**config.mk**
```make
export PLATFORM = sky130hd
export DESIGN_NAME = load_val_controller
export DESIGN_NICKNAME = d
export VERILOG_FILES = /design/src/rtl/load_val_controller_pkg.sv /design/src/rtl/load_val_controller_pass_watchdog.sv /design/src/rtl/load_val_controller.sv
export SDC_FILE = /design/constraint.sdc
export NUM_CORES = 1
export LEC_CHECK = 0
export ABC_CLOCK_PERIOD_IN_PS = 4700
export BUFFER_PORTS_ARGS = -buffer_cell sky130_fd_sc_hd__buf_2
export CORE_MARGIN = 5
export CORE_UTILIZATION = 45
export DETAILED_ROUTE_END_ITERATION = 12
export HOLD_SLACK_MARGIN = 0.12
export PLACE_DENSITY = 0.73
export SLEW_MARGIN = 5
export SYNTH_ARGS = -nofsm -noshare
export SYNTH_HDL_FRONTEND = slang
export SYNTH_HIERARCHICAL = 1
export SYNTH_SLANG_ARGS = --single-unit
```
**constraint.sdc**
```tcl
create_clock -name clock -period 4.7 [get_ports clock]
set_input_delay 0.235 -clock clock [delete_from_list [all_inputs] [get_ports clock]]
set_output_delay 0.235 -clock clock [all_outputs]
set_load 0.02 [all_outputs]
```
**src/rtl/load_val_controller_pkg.sv**
```systemverilog
// Shared definitions for the letter/underline redraw path.
// Holds the sequencer state encoding and the pass-length constants that the
// datapath also uses for its segment boundaries.
package load_val_controller_pkg;

   localparam logic [2:0] S_IDLE  = 3'd0;
   localparam logic [2:0] S_CLEAR = 3'd1;
   localparam logic [2:0] S_RUN   = 3'd2;
   localparam logic [2:0] S_FLUSH = 3'd3;
   localparam logic [2:0] S_DONE  = 3'd4;

   typedef enum logic [2:0] {
      IDLE  = S_IDLE,
      CLEAR = S_CLEAR,
      RUN   = S_RUN,
      FLUSH = S_FLUSH,
      DONE  = S_DONE
   } state_t;

   // Full pass: letter glyph, gap, then underline.
   localparam int DRAW_LEN_DEFAULT = 550;
   localparam int LETTER_DRAW_LEN  = 328;
   localparam int UNDERLINE_START  = 368;
   localparam int UNDERLINE_END    = 385;

   // Bits needed to hold the values 0..max_val.
   function automatic int cnt_width(input int max_val);
      return (max_val < 1) ? 1 : $clog2(max_val + 1);
   endfunction

endpackage

```
**src/rtl/load_val_controller_pass_watchdog.sv**
```systemverilog
// Pass watchdog: counts RUN cycles and flags the last one allowed.
// Ports:
//   clock, reset : system clock, synchronous active-high reset
//   clear        : zero the count (held in CLEAR)
//   enable       : count this cycle (held in RUN)
//   expired      : this enabled cycle is RUN cycle number TIMEOUT
module load_val_controller_pass_watchdog
   import load_val_controller_pkg::*;
#(
   parameter int TIMEOUT = 1023,
   parameter int CW      = cnt_width(TIMEOUT)
) (
   input  logic clock,
   input  logic reset,
   input  logic clear,
   input  logic enable,
   output logic expired
);

   logic [CW-1:0] count;

   // count holds the RUN cycles already elapsed, so the cycle in which it
   // reads TIMEOUT-1 is the TIMEOUT-th one and must be the last.
   assign expired = enable && (count == CW'(TIMEOUT - 1));

   always_ff @(posedge clock) begin
      if (reset || clear) begin
         count <= '0;
      end else if (enable && (count != CW'(TIMEOUT))) begin
         count <= count + 1'b1;
      end
   end

endmodule

```
**src/rtl/load_val_controller.sv**
```systemverilog
// Redraw sequencer between the game FSM and the letter/underline datapath.
// Accepts redraw requests, clears the datapath counter, enables it until the
// datapath reports done (or the watchdog aborts), and produces the VGA plot
// strobe one cycle behind the enable so it lines up with the registered X/Y.
//
// state | meaning
// IDLE  | waiting for draw_req or a coalesced pending request
// CLEAR | one cycle of dp_reset_n=0 to zero the datapath counter
// RUN   | dp_enable while the datapath is not done; watchdog counting
// FLUSH | one cycle so the last registered pixel is plotted
// DONE  | one cycle draw_done pulse, then back to IDLE
//
// Ports:
//   clock, reset    : system clock, synchronous active-high reset
//   draw_req        : level redraw request
//   letter_num_in   : letter index, captured on accept
//   draw_ack        : pulse on accept
//   busy            : high outside IDLE
//   dp_reset_n      : datapath counter clear (active low)
//   dp_enable       : datapath advance enable
//   dp_done         : datapath terminal flag
//   letter_num_out  : letter index held for the whole pass
//   plot            : VGA write strobe
//   draw_done       : pulse at the end of every pass
//   timeout_err     : sticky abort flag, cleared by reset or next accept
module load_val_controller
   import load_val_controller_pkg::*;
#(
   parameter int DRAW_LEN = DRAW_LEN_DEFAULT,
   parameter int LNUM_W   = 4,
   parameter int TIMEOUT  = 1023
) (
   input  logic              clock,
   input  logic              reset,
   input  logic              draw_req,
   input  logic [LNUM_W-1:0] letter_num_in,
   output logic              draw_ack,
   output logic              busy,
   output logic              dp_reset_n,
   output logic              dp_enable,
   input  logic              dp_done,
   output logic [LNUM_W-1:0] letter_num_out,
   output logic              plot,
   output logic              draw_done,
   output logic              timeout_err
);

   if (DRAW_LEN < 1) begin : g_bad_draw_len
      $error("DRAW_LEN must be at least 1");
   end
   if (TIMEOUT < 1) begin : g_bad_timeout
      $error("TIMEOUT must be at least 1");
   end

   state_t state;
   state_t state_next;
   logic   pending;
   logic   accept;
   logic   expired;

   // Reset gates accept so no ack is reported for a request that reset discards.
   assign accept     = (state == IDLE) && (draw_req || pending) && !reset;
   assign draw_ack   = accept;
   assign busy       = (state != IDLE);
   assign dp_reset_n = (state != CLEAR);
   // Stop advancing once done so the datapath counter parks at DRAW_LEN.
   assign dp_enable  = (state == RUN) && !dp_done;
   assign draw_done  = (state == DONE);

   load_val_controller_pass_watchdog #(
      .TIMEOUT (TIMEOUT)
   ) u_watchdog (
      .clock   (clock),
      .reset   (reset),
      .clear   (state == CLEAR),
      .enable  (state == RUN),
      .expired (expired)
   );

   always_comb begin
      state_next = state;
      unique case (state)
         IDLE:    if (accept) state_next = CLEAR;
         CLEAR:   state_next = RUN;
         RUN:     if (dp_done || expired) state_next = FLUSH;
         FLUSH:   state_next = DONE;
         DONE:    state_next = IDLE;
         default: state_next = IDLE;
      endcase
   end

   always_ff @(posedge clock) begin
      if (reset) begin
         state          <= IDLE;
         pending        <= 1'b0;
         letter_num_out <= '0;
         plot           <= 1'b0;
         timeout_err    <= 1'b0;
      end else begin
         state <= state_next;
         plot  <= dp_enable;
         if (accept) begin
            letter_num_out <= letter_num_in;
            pending        <= 1'b0;
            timeout_err    <= 1'b0;
         end else begin
            if (busy && draw_req) begin
               pending <= 1'b1;
            end
            // dp_done wins over the watchdog in the same cycle.
            if ((state == RUN) && !dp_done && expired) begin
               timeout_err <= 1'b1;
            end
         end
      end
   end

endmodule

```
==> results by stage <==
STA:
- Headroom to the max-slew limit came out at approximately 44%.
- Counting I/O delays and the setup requirement, the final critical path takes 2.278 ns.
- Setup repair after global routing left no endpoint under its margin.
- The summed negative setup slack over all endpoints is 0 ns.
- On the final layout, the worst clock skew is 0.003919 ns.
- The final setup slack of the worst path is between 2 and 2.5 ns.
- The number of max-slew violations in the final report was 0.
- The fmax is ~440 MHz.
- The slew at the pin with the worst max-slew slack is 0.8382 ns.
- The final critical path takes up 48.46% of the cycle.
- The number of endpoints with negative hold slack in the final report is 0.
- The total of endpoints with negative setup slack in the final report is 0.

Placement:
- Detailed placement ended at an HPWL of 1455 µm.
- Timing analysis after detailed placement gives a worst setup slack of around 2.5 ns.
- The number of cells after detailed placement is 153.
- Routability-driven placement finished with a final weighted congestion of 0.8842.
- The number of buffers added on ports is 18.

Setup path:
- The destination of the worst register-to-register timing path is u_watchdog/count[5].
- The beginning of the worst register-to-register path is state[1].
- The worst-case register-to-register setup slack is about 2.4 ns.
- In this run the worst setup path begins at state[1].
- The data arrival time at the worst-slack endpoint is 2.50 ns.
- The highest fanout seen on the critical path is 8.
- The kind of end point of the critical path is a flop.
- The critical path is of the reg -> reg type.
- The number of cells on the worst reg-to-reg path is 5.
- Data on the critical path is required at its endpoint by 4.92 ns.
- The worst setup path is launched from a flop.

Synthesis:
- By area the synthesized netlist is led by dfxtp_1 42%, nor2_1 5.6%, a21oi_1 5.3%.
- The number of nets produced by synthesis is 121.
- The number of unique standard cell types used by synthesis is 31.
- The post-synth design cell area is 944.7 µm².
- During synthesis, Yosys emitted a total of 6 warnings.
- The instance count of the mapped netlist is 111.
- The share of async-settable or async-resettable flops after synthesis is 0%.
- The cell taking the most area after synthesis is dfxtp_1.
- The top cell type by area accounts for 42.38% of the synthesized area.
- The number of flops mapped to enable cells by yosys is 0.
- The most used flip-flop cell after synthesis is dfxtp_1.
- Dividing the synthesized area by the synthesized cell count gives 8.510 µm².
- The number of synthesized register bits is 20.
- The part of the Yosys area used for sequential elements is a little over two fifths.

Routing:
- After detailed routing, the total wire length is 1913 µm.
- For this block, the initial DRC count from the detailed router was 32.
- The first-pass iteration count of the detailed router is 4.
- In the routed design, unresolved DRC markers number 0.
- In this run the remaining antenna-violating nets after routing total 0.
- Summing over every cut layer, the via total after detailed routing is 852.
- The final routed wire length divided by cell count is 12.26 µm.
- After detailed routing, the number of vias per cell comes to between 5 and 6.

Hold path:
- The min-delay analysis places its worst path in the category in -> reg.
- The path with the worst hold slack has its endpoint at state[0].
- The launch point of the worst hold path is draw_req.
- The hold path depth is 3.

Outcome:
- The flow ran to the end, and the final reports show no timing, DRC or antenna violations.

Cells and area:
- The proportion of layout cells with a drive suffix above 1 is roughly 24%.
- The count of inserted antenna diode cells is 0.
- The final non-filler cell total is 156.
- The share of the core filled with cells is 54.48%.
- The area added between synthesis and finish is 14.31%.
- The net count of the finished layout is roughly 140.

CTS:
- The post-CTS setup repair buffer count is 0.
- The clock network latency to the later pin of the worst-skew pair is 0.29 ns.
- The tree is rooted in a clkbuf_4.
- The total CTS buffers is 3.
- The number of gates given a new drive strength after cts is 0.
- The cts-stage hold buffer count is 0.
- Clock-pin slew was measured on the worst setup and hold paths at 0.11 ns.
- In this run the number of H-tree levels came out at 1.
- TritonCTS built the clock tree.
- The number of buffers between clock root and the deepest sink is 2.
- The number of clock sinks is 20.

Power and ir drop:
- The total power of the final layout is 0.3210 mW.
- The ratio of total power to cell area is 297.3 nW/µm².
- The worst-case IR drop observed on VDD is 0.0001748 V.
- The analysis attributes to cell leakage a power of ~0.43 nW.

Global route:
- The total congestion overflow after global routing is 0.
- The first-pass GRT wire length is 3236 µm.
- The largest net degree at the start of global routing is 14.
- The via count of the first global-routing pass is 756.
- The initial antenna violation count was 0.
- Global routing used 12.51% of the available tracks.

Die:
- The die area is 3115 µm².
- The die boundary height is 55.82 µm.
- The area inside the core boundary is 1982 µm².
- The initial utilization of the core area, before any placement, comes to a little under half.
- The row count is 16.
- The number of top-level design ports is 19.
- The horizontal die dimension is 55.82 µm.

Run:
- Across the run, the number of max-cap violations was 0.
==> logic make-up after synthesis <==
logic type / share of synthesized area (%)
AND/OR/NAND/NOR: 34.04
AO/OA/AOI/OAI: 15.10
flip-flops: 42.38
buffers and inverters: 3.974
XOR/XNOR: 1.855
adder cells (fa/ha/maj): 2.649
==> worst max path at each step <==
stage / slack (ns) / endpoint / cells after the start
after floorplan: 2.72 / u_watchdog/count[7] / 5
after detailed placement: 2.48 / u_watchdog/count[5] / 5
after global placement: 2.55 / u_watchdog/count[7] / 5
after CTS: 2.43 / u_watchdog/count[5] / 5
final: 2.42 / u_watchdog/count[5] / 5
after global routing: 2.25 / u_watchdog/count[7] / 5
==> power by group <==
group / total (mW) / leakage [nW] / switching, mW / internal (mW)
Clock: 0.0779 / 0.0138 / 0.0481 / 0.0298
Combinational: 0.0593 / 0.252 / 0.0382 / 0.0211
Sequential: 0.184 / 0.162 / 0.00678 / 0.177
==> state kept, by name, indices dropped and copies added (netlist names) <==
signal,cells
u_watchdog/count,10
letter_num_out,4
state,3
pending,1
plot,1
timeout_err,1
==> stage by stage <==
| stage | hold WS, ns | instance area [µm²] |
|---|---|---|
| 3_5_place_dp | 0.4662 | 1057 |
| 2_1_floorplan | 0.3125 | 944.7 |
| 6_report | 0.2060 | 1080 |
| 3_3_place_gp | 0.4596 | 1057 |
| 5_1_grt | 0.1942 | 1080 |
| 4_1_cts | 0.1938 | 1080 |
==> worst max-delay path, stage by stage (launching register included) <==
cell	delay, ns
dfxtp_1	0.45
nor3b_1	0.72
nand3_2	0.20
or2_2	0.34
or3_1	0.35
a21oi_1	0.15
==> metal layers <==
layer  GRT usage [%]  wire length (µm)  part of all wire (%)
met5               0                 0                     0
met4           6.102                10                  0.52
met3           2.088                56                   2.9
met2           19.09               857                    45
met1           16.94               989                    52
==> cell usage after synthesis (2+ instances only) <==
| library cell | count |
|---|---|
| nand3_1 | 4 |
| o31ai_1 | 3 |
| nor3_1 | 7 |
| nor2_1 | 14 |
| or2_2 | 2 |
| dfxtp_1 | 20 |
| a41oi_1 | 2 |
| ha_1 | 2 |
| o21ai_0 | 7 |
| nor3b_1 | 2 |
| nand2_1 | 6 |
| or3_1 | 3 |
| nor3_2 | 2 |
| clkbuf_1 | 3 |
| inv_1 | 5 |
| a21oi_1 | 10 |
| nand3b_1 | 4 |
| inv_2 | 2 |
==> area by class of cell <==
type | instances | area, µm²
fillers | 197 | 902.1
multi-input cells | 81 | 506.7
flip-flops and latches | 20 | 400.4
repair buffers | 18 | 90.09
well taps | 27 | 33.78
inverters | 7 | 26.28
clock buffers | 3 | 22.52
==> placed cells by master, fill, tap and decap left out, types with 3 or more instances in the layout <==
cell type	instances
a21oi_1	10
buf_2	18
clkbuf_4	3
dfxtp_1	20
inv_1	5
nand2_1	6
nand3_1	4
nand3b_1	4
nor2_1	14
nor3_1	7
o21ai_0	7
o31ai_1	3
or3_1	3
(Power assumes the default switching activity.)
